## src/rtl/fpu_pkg.sv

```systemverilog
// Shared FPU issue definitions: opcode map, responder state encoding, opcode class helpers.
// Latency: n/a (declarations only).
// Backpressure: n/a.
package fpu_pkg;

    // Special-function unit opcodes
    localparam logic [5:0] OP_SIN   = 6'h21;
    localparam logic [5:0] OP_COS   = 6'h22;
    localparam logic [5:0] OP_EXP2  = 6'h23;
    localparam logic [5:0] OP_LOG2  = 6'h2B;
    localparam logic [5:0] OP_RCP   = 6'h2C;
    localparam logic [5:0] OP_RSQRT = 6'h2D;

    // Divide / square-root unit opcodes
    localparam logic [5:0] OP_DIV    = 6'h24;
    localparam logic [5:0] OP_SQRT_F = 6'h25;

    typedef enum logic [1:0] {
        IDLE    = 2'd0,
        SFU_RUN = 2'd1,
        DS_RUN  = 2'd2
    } fsm_state_e;

    function automatic logic is_sfu_op(input logic [5:0] op);
        return (op == OP_SIN) || (op == OP_COS) || (op == OP_EXP2) ||
               (op == OP_LOG2) || (op == OP_RCP) || (op == OP_RSQRT);
    endfunction

    function automatic logic is_ds_op(input logic [5:0] op);
        return (op == OP_DIV) || (op == OP_SQRT_F);
    endfunction

endpackage

```

## src/rtl/sfu_ds_responder_lat_counter.sv

```systemverilog
// Run-cycle counter: load to 1 on issue, clear on completion, else increment while running.
// Latency: tc is a combinational compare of the registered count against lat.
// Backpressure: en low (pipe stall) freezes the count.
module lat_counter #(
    parameter int CNT_W = 3
) (
    input  logic             clk,
    input  logic             rst_n,
    input  logic             en,
    input  logic             load,
    input  logic             clr,
    input  logic             inc,
    input  logic [CNT_W-1:0] lat,
    output logic             tc
);

    logic [CNT_W-1:0] cnt_q;
    logic [CNT_W-1:0] cnt_d;

    // Next count: load wins over clear, clear wins over increment; stall holds.
    always_comb begin
        cnt_d = cnt_q;
        if (en) begin
            if (load)     cnt_d = CNT_W'(1);
            else if (clr) cnt_d = '0;
            else if (inc) cnt_d = cnt_q + CNT_W'(1);
        end
    end

    // Count register
    always_ff @(posedge clk or negedge rst_n) begin
        if (!rst_n) cnt_q <= '0;
        else        cnt_q <= cnt_d;
    end

    assign tc = (cnt_q == lat);

endmodule

```

## src/rtl/sfu_ds_responder.sv

```systemverilog
// Captures SFU/DS issues, holds operands for the unit, counts its fixed latency, registers the result.
// Latency: busy for LAT cycles after the issue edge, result_valid one cycle later.
// Backpressure: LSreq=1 freezes all state; strobes seen during a stall are dropped, not queued.
module sfu_ds_responder
    import fpu_pkg::*;
#(
    parameter int DATA_W  = 32,
    parameter int SFU_LAT = 2,
    parameter int DS_LAT  = 5,
    parameter int CNT_W   = 3
) (
    input  logic              Clk,
    input  logic              Reset,
    input  logic              LSreq,
    input  logic [5:0]        opcode,
    input  logic              sfu_en,
    input  logic              DS_en,
    input  logic [DATA_W-1:0] operand_a,
    input  logic [DATA_W-1:0] operand_b,
    input  logic [DATA_W-1:0] sfu_res_i,
    input  logic [DATA_W-1:0] ds_res_i,
    output logic [DATA_W-1:0] op_a_q,
    output logic [DATA_W-1:0] op_b_q,
    output logic [5:0]        op_q,
    output logic              sfu_busy,
    output logic              ds_busy,
    output logic [DATA_W-1:0] result_o,
    output logic              result_valid,
    output logic              result_src,
    output logic              issue_err
);

    fsm_state_e        state_q, state_d;
    logic [DATA_W-1:0] op_a_d, op_b_d;
    logic [5:0]        op_d;
    logic [DATA_W-1:0] result_q, result_d;
    logic              result_valid_q, result_valid_d;
    logic              result_src_q, result_src_d;
    logic              issue_err_q, issue_err_d;
    logic              cnt_load, cnt_clr, cnt_tc;
    logic [CNT_W-1:0]  cnt_lat;

    assign cnt_lat = (state_q == DS_RUN) ? CNT_W'(DS_LAT) : CNT_W'(SFU_LAT);

    lat_counter #(.CNT_W(CNT_W)) u_lat_counter (
        .clk   (Clk),
        .rst_n (Reset),
        .en    (!LSreq),
        .load  (cnt_load),
        .clr   (cnt_clr),
        .inc   (state_q != IDLE),
        .lat   (cnt_lat),
        .tc    (cnt_tc)
    );

    // Issue acceptance/rejection, completion and result capture; everything holds under stall.
    always_comb begin
        state_d        = state_q;
        op_a_d         = op_a_q;
        op_b_d         = op_b_q;
        op_d           = op_q;
        result_d       = result_q;
        result_valid_d = result_valid_q;
        result_src_d   = result_src_q;
        issue_err_d    = 1'b0;
        cnt_load       = 1'b0;
        cnt_clr        = 1'b0;
        if (!LSreq) begin
            result_valid_d = 1'b0;
            unique case (state_q)
                IDLE: begin
                    if (DS_en && is_ds_op(opcode)) begin
                        state_d  = DS_RUN;
                        op_a_d   = operand_a;
                        op_b_d   = operand_b;
                        op_d     = opcode;
                        cnt_load = 1'b1;
                    end else if (DS_en && sfu_en) begin
                        // DS has priority; a rejected DS issue is not retried as SFU.
                        issue_err_d = 1'b1;
                    end else if (sfu_en && is_sfu_op(opcode)) begin
                        state_d  = SFU_RUN;
                        op_a_d   = operand_a;
                        op_b_d   = operand_b;
                        op_d     = opcode;
                        cnt_load = 1'b1;
                    end else if (sfu_en || DS_en) begin
                        issue_err_d = 1'b1;
                    end
                end
                SFU_RUN, DS_RUN: begin
                    issue_err_d = sfu_en || DS_en;
                    if (cnt_tc) begin
                        state_d        = IDLE;
                        result_d       = (state_q == DS_RUN) ? ds_res_i : sfu_res_i;
                        result_src_d   = (state_q == DS_RUN);
                        result_valid_d = 1'b1;
                        cnt_clr        = 1'b1;
                    end
                end
                default: state_d = IDLE;
            endcase
        end
    end

    // State, held operands and result registers
    always_ff @(posedge Clk or negedge Reset) begin
        if (!Reset) begin
            state_q        <= IDLE;
            op_a_q         <= '0;
            op_b_q         <= '0;
            op_q           <= '0;
            result_q       <= '0;
            result_valid_q <= 1'b0;
            result_src_q   <= 1'b0;
            issue_err_q    <= 1'b0;
        end else begin
            state_q        <= state_d;
            op_a_q         <= op_a_d;
            op_b_q         <= op_b_d;
            op_q           <= op_d;
            result_q       <= result_d;
            result_valid_q <= result_valid_d;
            result_src_q   <= result_src_d;
            issue_err_q    <= issue_err_d;
        end
    end

    assign sfu_busy     = (state_q == SFU_RUN);
    assign ds_busy      = (state_q == DS_RUN);
    assign result_o     = result_q;
    assign result_valid = result_valid_q;
    assign result_src   = result_src_q;
    assign issue_err    = issue_err_q;

endmodule

```

## config.mk

```make
export PLATFORM = sky130hd
export DESIGN_NAME = sfu_ds_responder
export DESIGN_NICKNAME = d
export VERILOG_FILES = /design/src/rtl/fpu_pkg.sv /design/src/rtl/sfu_ds_responder_lat_counter.sv /design/src/rtl/sfu_ds_responder.sv
export SDC_FILE = /design/constraint.sdc
export NUM_CORES = 1
export LEC_CHECK = 0
export ABC_CLOCK_PERIOD_IN_PS = 2800
export CORE_MARGIN = 4
export CORE_UTILIZATION = 40
export CTS_CLUSTER_DIAMETER = 40
export DETAILED_ROUTE_END_ITERATION = 7
export PLACE_DENSITY = 0.8
export SLEW_MARGIN = 10
export SYNTH_ARGS = -nofsm -noshare
export SYNTH_HDL_FRONTEND = slang
export SYNTH_SLANG_ARGS = --single-unit
```

## constraint.sdc

```tcl
create_clock -name Clk -period 2.8 [get_ports Clk]
set_clock_uncertainty 0.1 [all_clocks]
set_input_delay 0.42 -clock Clk [delete_from_list [all_inputs] [get_ports Clk]]
set_output_delay 0.42 -clock Clk [all_outputs]
set_load 0.05 [all_outputs]
```

==> results.toml, run 1 <==
[outcome]
status = "finished, final reports clean"

[sta]
fin_tns_setup_ns = 0
min_period_ns = 2.59
setup_viol = 0
post-route-period-util_pct = 92.6
max_slew_margin_pct = 58.5
fmax_ghz = 0.386
worst-slew-pin-transition_ns = 0.623
grt_setup_unrepaired = "false"
report.final.slew_viol_count = 0
hold_viol = 0
hold_slack_ns = 0.376
layout_setup_ws_ns = 0.207

[pwr]
p_per_area_mw_per_mm2 = 1110
p_leak_nw = 3.35
max-vdd-ir-drop_v = 0.000584
p_total_w = 0.00863

[logic_synthesis]
syn-num-nets = 487
ys_ff_latch = 110
postSynth.asyncResetShare_pct = 100
yosysUniqueCellTypes = 34
synth_edf_count = 0
yosys_warnings = 0
ys_seq_area_share_pct = 56.9
syn_inst = 343
syn_area_mm2 = 0.00484
syn_avg_cell_area_um2 = 14.1
synthFlopType = "dfrtp_1"

[detailed_routing]
vias = 3590
drc_errors = 0
drt-initial-drc-count = 188
viasPerCell = 4.84
drt-total-wl_um = 13300
drtAntennaViolNets = 0
dr.pass1.iters = 4
wl_per_cell_um = 18.0

[clocking]
cts_tree = "built"
cts_resized = 0
htreeDepth = 3
clk_latency_ns = 0.34
cts-buffers-inserted = 9
root_buffer = "clkbuf_16"
cts_buffer_depth = 2
clk_pin_slew_ns = 0.07
cts.sinks = 110

[floorplan]
die_h_um = 118
start_util_pct = 41.7
fp.coreArea_mm2 = 0.0116
die_area_mm2 = 0.0139
die_x_um = 118
rows = 39
io_pins = 246

[placement]
io_buffers = 245
dpl_cell_area_mm2 = 0.00748
dpl.hpwl_um = 10400
gp_congestion = 0.756
place_ws_ns = 0.0986

[layout]
area_growth_pct = 61.4
post_route_cells_drive_above_1_share_pct = 17.1
final_common_cell = "clkdlybuf4s50_1"
stdcell_area_mm2 = 0.00781
n_antenna_cell = 0
finalNetCount = 737
layout_common_cells = "clkdlybuf4s50_1, dfrtp_1, mux2_4"

[critical_path]
cp-start-kind = "register"
arrival_ns = 2.07
worst-setup-path-type = "register to output pin"
cp_max_fo = 7
critPathCaptureType = "output pin"
crit_required_ns = 2.28

[global_routing]
grt_pass1_wl_um = 21700
antenna_found_initial = 0
grt_pass1_vias = 4062
grt_usage_pct = 19.4
grt_max_degree = 52
overflow = 0

[flow_run]
cap_violations = 0

[hold_path]
min_path_type = "register to register"
[kinds of logic after synthesis]
logic type	share of synthesized area [%]
muxes	27.6
DFF	56.9
adders and majority gates	1.29
AOI/OAI and AO/OA	5.84
buffers and inverters	2.89
and+or+nand+nor	5.56
[worst max-delay path, cell delays in order, from the launching register on]
cell and delay (ns):
dfrtp_1 0.40, inv_1 0.12, ha_2 0.19, buf_4 0.17, clkdlybuf4s50_1 0.84
[registers in the layout (all words and copies together) (netlist names), 2 cells and up]
name                 cells
op_a_q                  32
op_b_q                  32
state_q                  2
op_q                     6
u_lat_counter.cnt_q      3
result_o                32
[synthesized netlist by cell type (all sizes together), types with 2 or more instances]
cell type	instances	area [um^2]
mux2i	32	320
o21ai	35	175
nor4b	2	23.8
nand3	2	10.0
a21oi	3	15.0
nand2	36	135
nor2b	4	25.0
a31oi	2	12.5
nand2b	3	26.3
a22oi	2	15.0
buf	9	87.6
clkbuf	11	41.3
dfrtp	110	2750
nor2	3	11.3
mux2	70	1010
inv	3	11.3
ha	5	62.6
[worst paths after layout]
| check | from | to | slack (ns) | cells after the start |
|---|---|---|---|---|
| worst max-delay path | state_q[0]$_DFFE_PN0P_ | ds_busy | 0.21 | 4 |
| min in group asynchronous | Reset | result_o[11]$_DFFE_PN0P_ | 0.55 | 2 |
| worst min register to register | op_q[5]$_DFFE_PN0P_ | op_q[5]$_DFFE_PN0P_ | 0.38 | 1 |
| worst min-delay path | op_q[5]$_DFFE_PN0P_ | op_q[5]$_DFFE_PN0P_ | 0.38 | 1 |
| worst max register to register | state_q[0]$_DFFE_PN0P_ | result_o[29]$_DFFE_PN0P_ | 0.28 | 8 |
| max in group asynchronous | Reset | result_o[16]$_DFFE_PN0P_ | 1.33 | 3 |
[power breakdown]
part / total, W / leakage (nW) / internal, W / switching (W)
logic: 0.00472 / 1.76 / 0.00186 / 0.00286
clock network: 0.00136 / 0.163 / 0.000807 / 0.000551
registers: 0.00255 / 1.43 / 0.00218 / 0.000368
[metrics by stage]
stage / std cells / utilization, %
2_1_floorplan: 343 / -
3_5_place_dp: 724 / 64.4
6_report: 741 / 67.3
5_1_grt: 741 / 67.3
3_3_place_gp: 724 / 64.4
4_1_cts: 741 / 67.3
[cell type report]
class	instances	area, um^2
fill	850	3800
sequential	110	2750
timing repair buffer	259	2590
multi-input combinational	210	1950
clock buffer	10	239
tap	143	179
clock inverter	6	83.8
inverter	3	11.3
[layer usage]
metal,vias up,track usage (%),share of wire [%]
li1,1696,-,-
met1,1733,21.8,39
met2,135,34.9,53
met3,26,5.24,5.4
met4,0,7.40,2.6
met5,-,0,0
[what timing repair did]
| item | CTS | global route |
|---|---|---|
| setup endpoints to repair | 0 | 0 |
| hold buffers | 1 | 0 |
| hold endpoints to repair | 6 | 0 |
| setup buffers | 0 | 0 |
Note: power is estimated with default switching activity, not from simulation.
==> run 2, diff against run 1 <==
--- a/config.mk
+++ b/config.mk
@@ -10,6 +10,7 @@
 export CORE_UTILIZATION = 40
 export CTS_CLUSTER_DIAMETER = 40
 export DETAILED_ROUTE_END_ITERATION = 7
+export GPL_ROUTABILITY_DRIVEN = 0
 export PLACE_DENSITY = 0.8
 export SLEW_MARGIN = 10
 export SYNTH_ARGS = -nofsm -noshare
==> results of run 2 <==
Final layout, timing and power as in run 1 (identical DEF).
